File: config.mk
export PLATFORM = sky130hd
export DESIGN_NAME = sync_debounce_bank
export DESIGN_NICKNAME = d
export VERILOG_FILES = /design/src/rtl/sync_pkg.sv /design/src/rtl/sync_debounce_ch.sv /design/src/rtl/sync_debounce_bank.sv
export SDC_FILE = /design/constraint.sdc
export NUM_CORES = 1
export LEC_CHECK = 0
export ABC_AREA = 1
export BUFFER_PORTS_ARGS = -buffer_cell sky130_fd_sc_hd__buf_2
export CAP_MARGIN = 20
export CORE_AREA = 8 8 72 99
export CTS_CLUSTER_DIAMETER = 200
export CTS_CLUSTER_SIZE = 8
export DETAILED_ROUTE_END_ITERATION = 7
export DIE_AREA = 0 0 80 107
export SYNTH_ARGS = -nofsm -noshare
export SYNTH_HDL_FRONTEND = slang
export SYNTH_SLANG_ARGS = --single-unit
File: constraint.sdc
create_clock -name Clk -period 2.6 [get_ports Clk]
set_input_delay 0.13 -clock Clk [delete_from_list [all_inputs] [get_ports Clk]]
set_output_delay 0.13 -clock Clk [all_outputs]
set_load 0.02 [all_outputs]
File: src/rtl/sync_pkg.sv
// Shared types and sizing helpers for the debounce bank.
package sync_pkg;

    typedef enum logic [1:0] {
        S_LOW     = 2'd0,
        S_CONF_HI = 2'd1,
        S_HIGH    = 2'd2,
        S_CONF_LO = 2'd3
    } db_state_t;

    // Bits needed to count up to cycles-1; never less than one bit.
    function automatic int cnt_width(input int cycles);
        return (cycles < 2) ? 1 : $clog2(cycles);
    endfunction

    function automatic int max_int(input int a, input int b);
        return (a > b) ? a : b;
    endfunction

endpackage

File: src/rtl/sync_debounce_ch.sv
// One debounce channel: synchroniser chain, confirm FSM, registered pulses.
// Optional auto-repeat is built only when SYNC_AUTOREPEAT_EN is defined.
module sync_debounce_ch
    import sync_pkg::*;
#(
    parameter int SYNC_STAGES     = 2,
    parameter int DEBOUNCE_CYCLES = 16,
    parameter int INVERT          = 1,
    parameter int REPEAT_DELAY    = 1024,
    parameter int REPEAT_RATE     = 256
) (
    input  logic Clk,
    input  logic Reset,
    input  logic d,
    output logic q,
    output logic rise,
    output logic fall,
    output logic rpt
);

    localparam int              CW       = cnt_width(DEBOUNCE_CYCLES);
    localparam logic [CW-1:0]   CNT_LAST = CW'(DEBOUNCE_CYCLES - 1);
    localparam logic [CW-1:0]   CNT_ONE  = CW'(1);

    logic [SYNC_STAGES-1:0] r_sync;
    logic                   w_x;
    logic                   w_s;

    db_state_t              r_state;
    db_state_t              w_state_nxt;
    logic [CW-1:0]          r_cnt;
    logic [CW-1:0]          w_cnt_nxt;

    logic                   r_q;
    logic                   r_rise;
    logic                   r_fall;
    logic                   w_q_nxt;
    logic                   w_rise_nxt;
    logic                   w_fall_nxt;

    assign w_x = (INVERT != 0) ? ~d : d;
    assign w_s = r_sync[SYNC_STAGES-1];

    // NOTE: every clocked process uses non-blocking assignments so all flops update together.
    always_ff @(posedge Clk or posedge Reset) begin
        if (Reset) begin
            r_sync <= '0;
        end else begin
            r_sync <= {r_sync[SYNC_STAGES-2:0], w_x};
        end
    end

    always_ff @(posedge Clk or posedge Reset) begin
        if (Reset) begin
            r_state <= S_LOW;
            r_cnt   <= '0;
            r_q     <= 1'b0;
            r_rise  <= 1'b0;
            r_fall  <= 1'b0;
        end else begin
            r_state <= w_state_nxt;
            r_cnt   <= w_cnt_nxt;
            r_q     <= w_q_nxt;
            r_rise  <= w_rise_nxt;
            r_fall  <= w_fall_nxt;
        end
    end

    // NOTE: defaults first so no path through the case leaves a latch.
    always_comb begin
        w_state_nxt = r_state;
        w_cnt_nxt   = r_cnt;
        unique case (r_state)
            S_LOW: begin
                if (w_s) begin
                    if (DEBOUNCE_CYCLES == 1) begin
                        w_state_nxt = S_HIGH;
                        w_cnt_nxt   = '0;
                    end else begin
                        w_state_nxt = S_CONF_HI;
                        w_cnt_nxt   = CNT_ONE;
                    end
                end
            end
            S_CONF_HI: begin
                if (!w_s) begin
                    w_state_nxt = S_LOW;
                    w_cnt_nxt   = '0;
                end else if (r_cnt == CNT_LAST) begin
                    w_state_nxt = S_HIGH;
                    w_cnt_nxt   = '0;
                end else begin
                    w_cnt_nxt   = r_cnt + CNT_ONE;
                end
            end
            S_HIGH: begin
                if (!w_s) begin
                    if (DEBOUNCE_CYCLES == 1) begin
                        w_state_nxt = S_LOW;
                        w_cnt_nxt   = '0;
                    end else begin
                        w_state_nxt = S_CONF_LO;
                        w_cnt_nxt   = CNT_ONE;
                    end
                end
            end
            S_CONF_LO: begin
                if (w_s) begin
                    w_state_nxt = S_HIGH;
                    w_cnt_nxt   = '0;
                end else if (r_cnt == CNT_LAST) begin
                    w_state_nxt = S_LOW;
                    w_cnt_nxt   = '0;
                end else begin
                    w_cnt_nxt   = r_cnt + CNT_ONE;
                end
            end
        endcase
    end

    // Pulses are derived from the next level so they coincide with its first cycle.
    always_comb begin
        w_q_nxt    = (w_state_nxt == S_HIGH) || (w_state_nxt == S_CONF_LO);
        w_rise_nxt = w_q_nxt & ~r_q;
        w_fall_nxt = ~w_q_nxt & r_q;
    end

    assign q    = r_q;
    assign rise = r_rise;
    assign fall = r_fall;

`ifdef SYNC_AUTOREPEAT_EN
    localparam int            RW       = cnt_width(max_int(REPEAT_DELAY, REPEAT_RATE));
    localparam logic [RW-1:0] TGT_DLY  = RW'(REPEAT_DELAY - 1);
    localparam logic [RW-1:0] TGT_RATE = RW'(REPEAT_RATE - 1);

    logic [RW-1:0] r_rep_cnt;
    logic          r_rep_phase;
    logic          r_rpt;
    logic          w_hold;
    logic [RW-1:0] w_rep_tgt;

    // Repeats count only while the FSM stays in S_HIGH; any exit clears them.
    assign w_hold    = (r_state == S_HIGH) && (w_state_nxt == S_HIGH);
    assign w_rep_tgt = r_rep_phase ? TGT_RATE : TGT_DLY;

    always_ff @(posedge Clk or posedge Reset) begin
        if (Reset) begin
            r_rep_cnt   <= '0;
            r_rep_phase <= 1'b0;
            r_rpt       <= 1'b0;
        end else if (!w_hold) begin
            r_rep_cnt   <= '0;
            r_rep_phase <= 1'b0;
            r_rpt       <= 1'b0;
        end else if (r_rep_cnt == w_rep_tgt) begin
            r_rep_cnt   <= '0;
            r_rep_phase <= 1'b1;
            r_rpt       <= 1'b1;
        end else begin
            r_rep_cnt   <= (r_rep_cnt == '1) ? r_rep_cnt : r_rep_cnt + RW'(1);
            r_rpt       <= 1'b0;
        end
    end

    assign rpt = r_rpt;
`else
    assign rpt = 1'b0;
`endif

endmodule

File: src/rtl/sync_debounce_bank.sv
// Bank of N_CH independent debounced inputs with rise/fall pulses.
// Define SYNC_AUTOREPEAT_EN to build the per-channel auto-repeat outputs.
module sync_debounce_bank
    import sync_pkg::*;
#(
    parameter int N_CH            = 3,
    parameter int SYNC_STAGES     = 2,
    parameter int DEBOUNCE_CYCLES = 16,
    parameter int INVERT          = 1,
    parameter int REPEAT_DELAY    = 1024,
    parameter int REPEAT_RATE     = 256
) (
    input  logic            Clk,
    input  logic            Reset,
    input  logic [N_CH-1:0] d,
    output logic [N_CH-1:0] q,
    output logic [N_CH-1:0] rise,
    output logic [N_CH-1:0] fall,
    output logic [N_CH-1:0] rpt
);

    for (genvar g = 0; g < N_CH; g++) begin : g_ch
        sync_debounce_ch #(
            .SYNC_STAGES     (SYNC_STAGES),
            .DEBOUNCE_CYCLES (DEBOUNCE_CYCLES),
            .INVERT          (INVERT),
            .REPEAT_DELAY    (REPEAT_DELAY),
            .REPEAT_RATE     (REPEAT_RATE)
        ) u_ch (
            .Clk   (Clk),
            .Reset (Reset),
            .d     (d[g]),
            .q     (q[g]),
            .rise  (rise[g]),
            .fall  (fall[g]),
            .rpt   (rpt[g])
        );
    end

endmodule
==> results.md <==
- Status: finished, final reports clean
- DRC Markers: 0
- Leakage: 1.03 nW
- Cell area power density: 561 nW/um^2
- Most frequent cells in the layout: nand2_1, inv_1, dfrtp_1
- Layout Nets: 222
- Largest net degree at the start of global routing: 26
- Clock sink count: 33
- Mapped Cells: 199
- Share of post-route cells with drive strength above 1: 17.8%
- YS warnings: 0
- H-tree depth: 2
- Post-synthesis register bit count: 33
- Tmin final: 1.25 ns
- Hold Crit Class: primary input to async pin
- Share of the synthesized area in the top cell type: 50.9%
- Worst-skew pair later-pin latency: 0.28 ns
- RSZ-0062 raised after global routing: no
- Total Power: 1.02 mW
- Die H: 107 um
- Fin. Hold Viols: 0
- Post-CTS repair timing setup buffer count: 0
- FMAX: 799 MHz
- Clk pin slew, worst setup/hold paths: 0.06 ns
- Worst endpoint required time: 2.78 ns
- Antenna-violating nets left: 0
- CTS tree: built
- Placed inst area: 1710 um^2
- Remaining Overflow, GRT: 0
- Post-detail-place hpwl: 2.09 mm
- Synth area leader: dfrtp_1
- Hold WS: 0.0426 ns
- Router iterations before antenna repair: 4
- Post-route insts no fill: 284
- Period utilization: 48.2%
- Post-route cell area: 1820 um^2
- Crit path kind: flop to flop
- Syn_area_per_cell: 8.15 um^2
- Setup TNS: 0 ns
- CTS resizes: 0
- Row count: 33
- Post-layout util: 32.0%
- Startpoint Class: flop
- Multi-input logic area: 583 um^2
- Boundary Pins: 17
- Most common cell after layout, fill and taps aside: nand2_1
- Final Slew Violations: 0
- Slew of the pin with the lowest slew margin: 0.918 ns
- Worst setup EP type: flop
- Core box area: 5700 um^2
- Hold-fix buffers, CTS: 3
- DIE AREA: 8560 um^2
- First-pass GRT wire length: 4.86 mm
- CTS buffer count: 5
- Post-synthesis sequential area ratio: 50.9%
- Seq. cell area: 826 um^2
- VDD IR-drop max: 0.275 mV
- Dpl cells: 274
- Maximum fanout along the worst path: 5
- Final WS setup: 1.35 ns
- # Max-Cap Violations: 0
- GPL Wtd Cong: 0.751
- Initial core utilization: 28.5%
- N_diodes: 0
- Synth cell types: 15
- Place WS: 1.37 ns
- Gr usage total: 7.21%
- Via density: 4.24
- Total wire length: 2.73 mm
- Initial antenna violation count: 0
- Routed WL per cell: 9.62 um
- Die Width: 80 um
- Root buffer cell: clkbuf_8
- Worst Path Arrival: 1.43 ns
- Fill count: 615
- # port buffers: 13
- Area Overhead vs Synth: 12.4%
- Synth area leaders: dfrtp_1, nand2_1, inv_1
- Vias in the first global route: 1151
- Drt first-iter violations: 30
- Skew final: 0.00610 ns
- Max-slew headroom: 38.8%
- Synthesized area: 1620 um^2
- Via count: 1204
- Setup-failing EPs final: 0
- Max Root-Sink Buffers: 2
Yosys cell counts (all sizes together):
cell	count
a21oi	1
buf	12
conb	1
dfrtp	33
ha	3
inv	35
nand2	60
nand3	21
nand4	7
nor2	21
o21ai	4
xnor2	1
logic make-up (layout without fill, tap and decap cells):
group,Yosys count,in the layout,share of synthesized area (%)
xor+xnor,1,1,0.540
flops,33,33,50.9
other cells,1,3,0.231
compound gates,5,5,1.54
simple gates,109,109,30.8
buf+inv,47,60,13.6
fa+ha+maj,3,3,2.31
final cells by class:
class                   instances  share of cell area, %
flip-flops and latches         33                   45.3
multi-input cells             121                   32.0
inverters                      35                   7.20
repair buffers                 18                   6.04
well taps                      70                   4.80
clock buffers                   7                   4.73
final timing paths:
path / startpoint / end / slack (ns) / cells past startpoint
max: g_ch[1].u_ch.r_cnt[0]$_DFFE_PP0P_ / g_ch[1].u_ch.fall$_DFF_PP0_ / 1.35 / 6
min: Reset / g_ch[0].u_ch.q$_DFF_PP0_ / 0.04 / 2
max reg2reg: g_ch[1].u_ch.r_cnt[0]$_DFFE_PP0P_ / g_ch[1].u_ch.fall$_DFF_PP0_ / 1.35 / 6
min reg2reg: g_ch[2].u_ch.r_sync[0]$_DFF_PP0_ / g_ch[2].u_ch.r_sync[1]$_DFF_PP0_ / 0.35 / 0
max in group asynchronous: Reset / g_ch[2].u_ch.r_sync[1]$_DFF_PP0_ / 1.93 / 3
min in group Clk: g_ch[2].u_ch.r_sync[0]$_DFF_PP0_ / g_ch[2].u_ch.r_sync[1]$_DFF_PP0_ / 0.35 / 0
routing by layer:
layer	vias to the layer above	global-route usage [%]	routed length, um
li1	621	-	-
met2	22	12.1	1350
met4	0	3.13	51
met5	-	0	0
met3	7	3.43	184
met1	554	7.37	1150
state kept, by name, indices dropped and copies added, names as in the netlist:
name / flops
g_ch.u_ch.r_cnt: 12
g_ch.u_ch.r_state: 6
g_ch.u_ch.r_sync: 6
g_ch.u_ch.fall: 3
g_ch.u_ch.rise: 3
g_ch.u_ch.q: 3
power breakdown:
part,leakage (nW),total (mW),internal (mW),switching (mW)
Clock,0.0443,0.379,0.210,0.169
Sequential,0.430,0.562,0.537,0.0253
Combinational,0.552,0.0822,0.0308,0.0514
Total,1.03,1.02,0.777,0.246
worst max-delay path: stages (launching register included):
cell     delay [ns]
dfrtp_1        0.40
ha_1           0.22
nand3_1        0.08
nor2_1         0.20
nand2_1        0.12
nand2_2        0.10
nor2_2         0.03
Power figures use the tool's default switching activity.
